### config.mk
export PLATFORM = sky130hd
export DESIGN_NAME = conv_reencoder
export DESIGN_NICKNAME = d
export VERILOG_FILES = /design/src/rtl/conv_reencoder.sv
export SDC_FILE = /design/constraint.sdc
export NUM_CORES = 1
export LEC_CHECK = 0
export BUFFER_PORTS_ARGS = -buffer_cell sky130_fd_sc_hd__buf_2
export CAP_MARGIN = 15
export CORE_MARGIN = 8
export CORE_UTILIZATION = 60
export DETAILED_ROUTE_END_ITERATION = 8
export PLACE_DENSITY_LB_ADDON = 0.3
export SYNTH_ARGS = -nofsm -noshare
export SYNTH_HDL_FRONTEND = slang
export SYNTH_SLANG_ARGS = --single-unit
### constraint.sdc
create_clock -name clk -period 3.7 [get_ports clk]
set_input_delay 0.185 -clock clk [delete_from_list [all_inputs] [get_ports clk]]
set_output_delay 0.185 -clock clk [all_outputs]
set_load 0.05 [all_outputs]
### src/rtl/conv_reencoder.sv
// Convolutional re-encoder: K-bit encoder shift register feeding NCH parity
// channels through a fully registered pairwise XOR tree, with zero-tail flush.
module conv_reencoder #(
  parameter int              K        = 89,
  parameter int              NCH      = 2,
  parameter int              TAIL     = K - 1,
  parameter logic [NCH*K-1:0] MASK_DEF = {NCH{{K{1'b1}}}}
) (
  input  logic             clk,
  input  logic             reset,
  input  logic             i_vld,
  input  logic             i_bit,
  input  logic             i_flush,
  input  logic             i_diff_en,
  input  logic             i_cfg_ld,
  input  logic [NCH*K-1:0] i_mask,
  output logic             o_rdy,
  output logic             o_vld,
  output logic [NCH-1:0]   o_par,
  output logic             o_last
);

  // Width of tree level l (level 0 = the K AND terms) and its bit offset
  // inside the flattened per-channel tree vector.
  function automatic int lvl_w(input int l);
    int w;
    w = K;
    for (int i = 0; i < l; i++) w = (w + 1) / 2;
    return w;
  endfunction

  function automatic int lvl_off(input int l);
    int o;
    o = 0;
    for (int i = 0; i < l; i++) o += lvl_w(i);
    return o;
  endfunction

  localparam int LVL = $clog2(K);
  localparam int LAT = 1 + LVL;
  localparam int TOT = lvl_off(LVL + 1);
  localparam int TCW = $clog2(TAIL + 1);

  typedef enum logic {ST_RUN, ST_FLUSH} state_e;

  state_e             state_q, state_d;
  logic [TCW-1:0]     tail_q, tail_d;
  logic [K-1:0]       sr_q, sr_d, sr_new;
  logic               diff_q, diff_d, d_bit;
  logic [NCH*K-1:0]   mask_q, mask_d;
  logic               in_vld, in_last;
  logic [LAT-1:0]     vld_q, last_q;
  logic [NCH-1:0][TOT-1:0] tree_q, tree_d;

  // NOTE: every variable gets a default before the case so no path leaves
  // one unassigned, which would infer a latch.
  always_comb begin
    state_d = state_q;
    tail_d  = tail_q;
    sr_d    = sr_q;
    diff_d  = diff_q;
    mask_d  = mask_q;
    sr_new  = sr_q;
    d_bit   = 1'b0;
    in_vld  = 1'b0;
    in_last = 1'b0;
    case (state_q)
      ST_RUN: begin
        if (i_vld) begin
          d_bit  = i_bit ^ (i_diff_en & diff_q);
          diff_d = d_bit;
          sr_new = {sr_q[K-2:0], d_bit};
          sr_d   = sr_new;
          in_vld = 1'b1;
        end else if (i_cfg_ld) begin
          mask_d = i_mask;
        end
        // A bit presented with the flush request is encoded before the tail.
        if (i_flush) begin
          state_d = ST_FLUSH;
          tail_d  = TCW'(TAIL);
        end
      end
      ST_FLUSH: begin
        sr_new = {sr_q[K-2:0], 1'b0};
        sr_d   = sr_new;
        in_vld = 1'b1;
        tail_d = tail_q - TCW'(1);
        if (tail_q == TCW'(1)) begin
          in_last = 1'b1;
          state_d = ST_RUN;
          sr_d    = '0;
          diff_d  = 1'b0;
        end
      end
      default: state_d = ST_RUN;
    endcase
  end

  for (genvar c = 0; c < NCH; c++) begin : g_ch
    assign tree_d[c][K-1:0] = sr_new & mask_q[c*K +: K];
    for (genvar l = 1; l <= LVL; l++) begin : g_lvl
      for (genvar j = 0; j < lvl_w(l); j++) begin : g_node
        localparam int SRC = lvl_off(l - 1) + 2 * j;
        localparam int DST = lvl_off(l) + j;
        if (2 * j + 1 < lvl_w(l - 1)) begin : g_xor
          assign tree_d[c][DST] = tree_q[c][SRC] ^ tree_q[c][SRC+1];
        end else begin : g_pass
          assign tree_d[c][DST] = tree_q[c][SRC];
        end
      end
    end
    assign o_par[c] = tree_q[c][TOT-1];
  end

  // NOTE: state uses non-blocking assignments so every register samples the
  // pre-edge values; the pipeline is cleared too so o_par reads 0 after reset.
  always_ff @(posedge clk) begin
    if (reset) begin
      state_q <= ST_RUN;
      tail_q  <= '0;
      sr_q    <= '0;
      diff_q  <= 1'b0;
      mask_q  <= MASK_DEF;
      vld_q   <= '0;
      last_q  <= '0;
      tree_q  <= '0;
    end else begin
      state_q <= state_d;
      tail_q  <= tail_d;
      sr_q    <= sr_d;
      diff_q  <= diff_d;
      mask_q  <= mask_d;
      vld_q   <= {vld_q[LAT-2:0], in_vld};
      last_q  <= {last_q[LAT-2:0], in_last};
      tree_q  <= tree_d;
    end
  end

  assign o_rdy  = (state_q == ST_RUN);
  assign o_vld  = vld_q[LAT-1];
  assign o_last = last_q[LAT-1];

endmodule

Yosys cells after proc, flatten, opt, wreduce, memory -nomap -nowiden
Index checks and enable logic that the tools add are counted.
{ "word_totals": {"regBits": 654, "out_inout_bits": 5} }
{ "op_classes": {"addsub": 1, "n_eq_ne": 4, "n_mux": 15, "n_bitwise": 182, "n_reduce_logical": 3} }
{ "op_table": {"columns": ["operator", "n"], "rows": [
  ["case mux 89 bit (2 select lines)", 2],
  ["bitwise AND 89 bit", 2],
  ["2-to-1 mux 89 bit", 2],
  ["XOR 1 bit", 177],
  ["case mux 7 bit (2 select lines)", 1],
  ["== test 7 x 1 -> 1 bit, second input constant", 1],
  ["2-to-1 mux 7 bit", 1],
  ["subtractor 7 x 1 -> 7 bit, second input constant", 1],
  ["2-to-1 mux 1 bit", 6],
  ["case mux 1 bit (2 select lines)", 3],
  ["inequality test 2 bit, second input constant", 2],
  ["AND reduction 3 bit", 1],
  ["inequality test 2 x 1 -> 1 bit, second input constant", 1],
  ["inverter 1 bit", 2],
  ["AND reduction 2 bit", 1],
  ["OR reduction 2 bit", 1],
  ["bitwise AND 1 bit", 1]
]} }

Logic depth before layout (Yosys ltp)
{ "logic_depth": {"ltp_word": 5, "depth_mapped": 8, "ltp_nobuf": 5} }

Worst setup path after synthesis
Ideal clock, no wire load.
{ "synth_timing": {"kind": "flip-flop to flip-flop", "from": "reg state_q", "to": "reg tail_q[3]", "setup_ns": 0.115, "arrival_time_ns": 1.448, "required_time_ns": 3.585, "path_slack_ns": 2.138, "stages_incl_launch_ff": 8, "path_buffers": 4, "path_cell_list": "dfxtp_1 > buf_6 > buf_6 > buf_2 > buf_6 > inv_1 > o21ba_2 > o21a_1"} }
{ "synth_between": {"elab_chain_len": 2} }
{ "synth_lines": {"columns": ["element", "line_no", "rtl"], "rows": [
  ["start: declaration", "46", "state_e state_q, state_d;"],
  ["start signal: assignment", "129", "state_q <= state_d;"],
  ["inverter 1 bit *", null, null],
  ["net o_rdy", "17", "output logic o_rdy,"],
  ["case mux 7 bit (2 select lines) / inequality test 2 bit (equally long branches)", null, null],
  ["end signal: assignment", "130", "tail_q <= tail_d;"],
  ["end: declaration", "47", "logic [TCW-1:0] tail_q, tail_d;"]
]} }
Mark *: on every way through the listed nets, which the timed path passes. The rest lies on a longest branch.
A chain may end at the register's enable or synchronous reset.

Final worst setup path
{ "layout_timing": {"from": "reg state_q", "to": "out o_rdy"} }
{ "layout_between": {"elab_chain_len": 1} }
{ "layout_lines": {"columns": ["element", "line_no"], "rows": [
  ["inverter 1 bit", null],
  ["end: declaration", "17"]
]} }
Every way passes these cells.

==> flow_metrics.tcl <==
set metrics [dict create \
    cts_buffers 66 \
    cp_slowest_cell "buf_4" \
    syn_inst 2324 \
    top_layer "met5" \
    post-cts-setup-buffer-count 0 \
    multi_input_area_um2 10100 \
    area_delta_synth_final_pct 20.9 \
    clk_pin_slew_ns 0.06 \
    status "complete, no violations" \
    layout_min_cycle_time_ns 2.83 \
    ios 190 \
    grt_pass1_wl_um 80800 \
    fin_crit_sh_pct 76.5 \
    first_iter_violations 1172 \
    fin_util_pct 73.2 \
    final_cell_mix "653 x dfxtp_1, 201 x nor2b_1, 187 x buf_2, 185 x nor2_1, 182 x dlygate4sd3_1" \
    gp_congestion 0.717 \
    grt_pass1_vias 16700 \
    die_x_um 216 \
    cts_hold_buf 182 \
    power.total_mw 14.9 \
    combPwrFrac_pct 6.0 \
    hpwl_um 26800 \
    yosysSeqAreaShare_pct 54.5 \
    grt.total_usage_pct 20.2 \
    setup_tns_ns 0 \
    antenna_found_initial 3 \
    synth_top_cell_by_area "dfxtp_1" \
    clockBufferDepth 3 \
    clk-insertion-delay-late_ns 0.57 \
    synth_top_area_share_pct 54.5 \
    routed_wl_um 48400 \
    critical_path.cell_chain "buf_4, inv_1, buf_2" \
    arrival_ns 2.64 \
    vias_per_cell 5.32 \
    drc 0 \
    crit_path_end_kind "primary output" \
    grt_max_degree 218 \
    fmax_ghz 0.353 \
    worstSetupPathType "reg -> out" \
    cts_sinks 654 \
    cts_resized 0 \
    p_clk_share_pct 45.0 \
    met3_wirelength_um 2120 \
    fill_cells 2716 \
    p_sw_share_pct 21.0 \
    avgSynthCellArea_um2 10.3 \
    cp_max_fo 105 \
    drive_above_1_share_pct 14.9 \
    ir_worst_vdd_v 0.000454 \
    die_height_um 216 \
    via_count 16800 \
    power_switching_mw 3.12 \
    synth_nets 2511 \
    nets 2777 \
    p_leak_nw 10.8 \
    p_int_mw 11.7 \
    hold_violations 0 \
    rows 73 \
    rsz0062_at_grt "false" \
    htree_levels 3 \
    worst-path-buf-inv 3 \
    initial_utilization_pct 60.6 \
    worstMarginPinSlew_ns 1.17 \
    met1_length_um 21000 \
    yosys-top-cells-area "dfxtp_1 55%, a211o_1 6.5%, xnor2_1 6.4%" \
    pwr-share-seq_pct 49.0 \
    wire_per_inst_um 15.3 \
    die_area_um2 46700 \
    setup_violations 0 \
    cts_tree "built" \
    core-area_um2 39600 \
    ys_warn_count 0 \
    cp-start-kind "flip-flop" \
    crit_required_ns 3.51 \
    slew_headroom_pct 21.9 \
    syn_area_um2 24000 \
    crit_family "buffers and inverters" \
    dr.pass1.iters 5 \
    powerDensity_nw_per_um2 512 \
    cpPeakStageDelay_ns 0.81 \
    drv_slew 0 \
    ys_seq_elements 654 \
    clock-root-buffer "clkbuf_16" \
    register_area_um2 13100 \
    route.met2.wl_um 24400 \
    portBuffers 189 \
    finClkSkew_ns 0.0111 \
    hp-class "in -> reg" \
    final_common_cell "dfxtp_1" \
    drv_cap 0 \
    grt_overflow 0 \
    drtAntennaViolNets 0 \
    netlist-cell-type-count 40 \
]
[worst register-to-register path, cell delays in order (launching register included)]
cell	delay (ns)
dfxtp_4	0.79
buf_4	0.81
o21ai_0	0.32
a21oi_1	0.27
and2_1	0.17
[metal layers]
metal	up-vias	track usage (%)
li1	8441	-
met1	7994	25.2
met2	295	34.9
met3	83	4.21
met4	2	6.27
met5	-	0
[cell usage after synthesis (all sizes together)]
master and count:
a211o 178, a211oi 4, a21bo 1, a21oi 91, a311oi 2, a31oi 1, and2 178, and4 1
and4b 1, and4bb 1, buf 90, clkbuf 95, dfxtp 654, ha 2, inv 4, mux2 1
mux2i 89, nand2 89, nand2b 1, nand3b 1, nand4 1, nor2 185, nor2b 201, nor3 3
nor3b 4, o21a 1, o21ai 88, o21ba 1, o31a 1, o31ai 1, o32ai 88, or2 1
or3b 88, or4 1, xnor2 176
[state kept, by name, summed over array words and instances (netlist names)]
signal	count
diff_q	1
last_q	8
mask_q	178
o_par	2
sr_q	89
state_q	1
tail_q	7
tree_d	8
tree_q	352
vld_q	8
[metrics by stage]
stage / instance area, um^2 / setup slack (ns) / cells / hold slack, ns
finish: 29000 / 0.871 / 3158 / 0.114
floorplan: 24000 / 2.14 / 2324 / 0.303
global placement: 25000 / 1.41 / 2864 / 0.385
detailed placement: 25000 / 1.33 / 2864 / 0.390
CTS: 29000 / 0.805 / 3156 / 0.0673
global route: 29000 / 0.628 / 3158 / 0.0943
[power by group through the flow]
stage	Combinational [mW]	Sequential [mW]	Clock [mW]
6_report	0.894	7.28	6.68
2_1_floorplan	0.559	7.39	0
3_3_place_gp	0.700	7.43	0
4_1_cts	0.878	7.28	6.84
5_1_grt	0.980	7.30	7.14
3_5_place_dp	0.723	7.43	0
[area by class of cell]
type	instances	share of cell area, %
Sequential cell	654	45.1
Clock inverter	13	0.789
Inverter	4	0.0517
Multi-Input combinational cell	1481	34.8
Antenna cell	1	0.00862
Clock buffer	97	6.79
Timing Repair Buffer	383	10.2
Tap cell	525	2.26
[cells by family (layout without fill, tap and decap cells)]
| family | after synthesis | count (layout) | synth area share [%] |
|---|---|---|---|
| compound gates | 457 | 457 | 13.8 |
| xor+xnor | 176 | 176 | 6.42 |
| fa+ha+maj | 2 | 2 | 0.104 |
| buf+inv | 189 | 497 | 3.53 |
| flops | 654 | 654 | 54.5 |
| mux | 90 | 90 | 3.76 |
| other cells | 0 | 1 | 0 |
| simple gates | 756 | 756 | 17.8 |
[path summary, 6_finish.rpt]
kind              from         end  slack (ns)  cells after the start
min reg2reg  last_q[3]   last_q[4]        0.43                      1
min              i_bit     sr_q[0]        0.11                      3
max            state_q       o_rdy        0.87                      3
max reg2reg    state_q  tree_q[77]        1.29                      4
No activity file was read; power rests on OpenSTA's default activity.
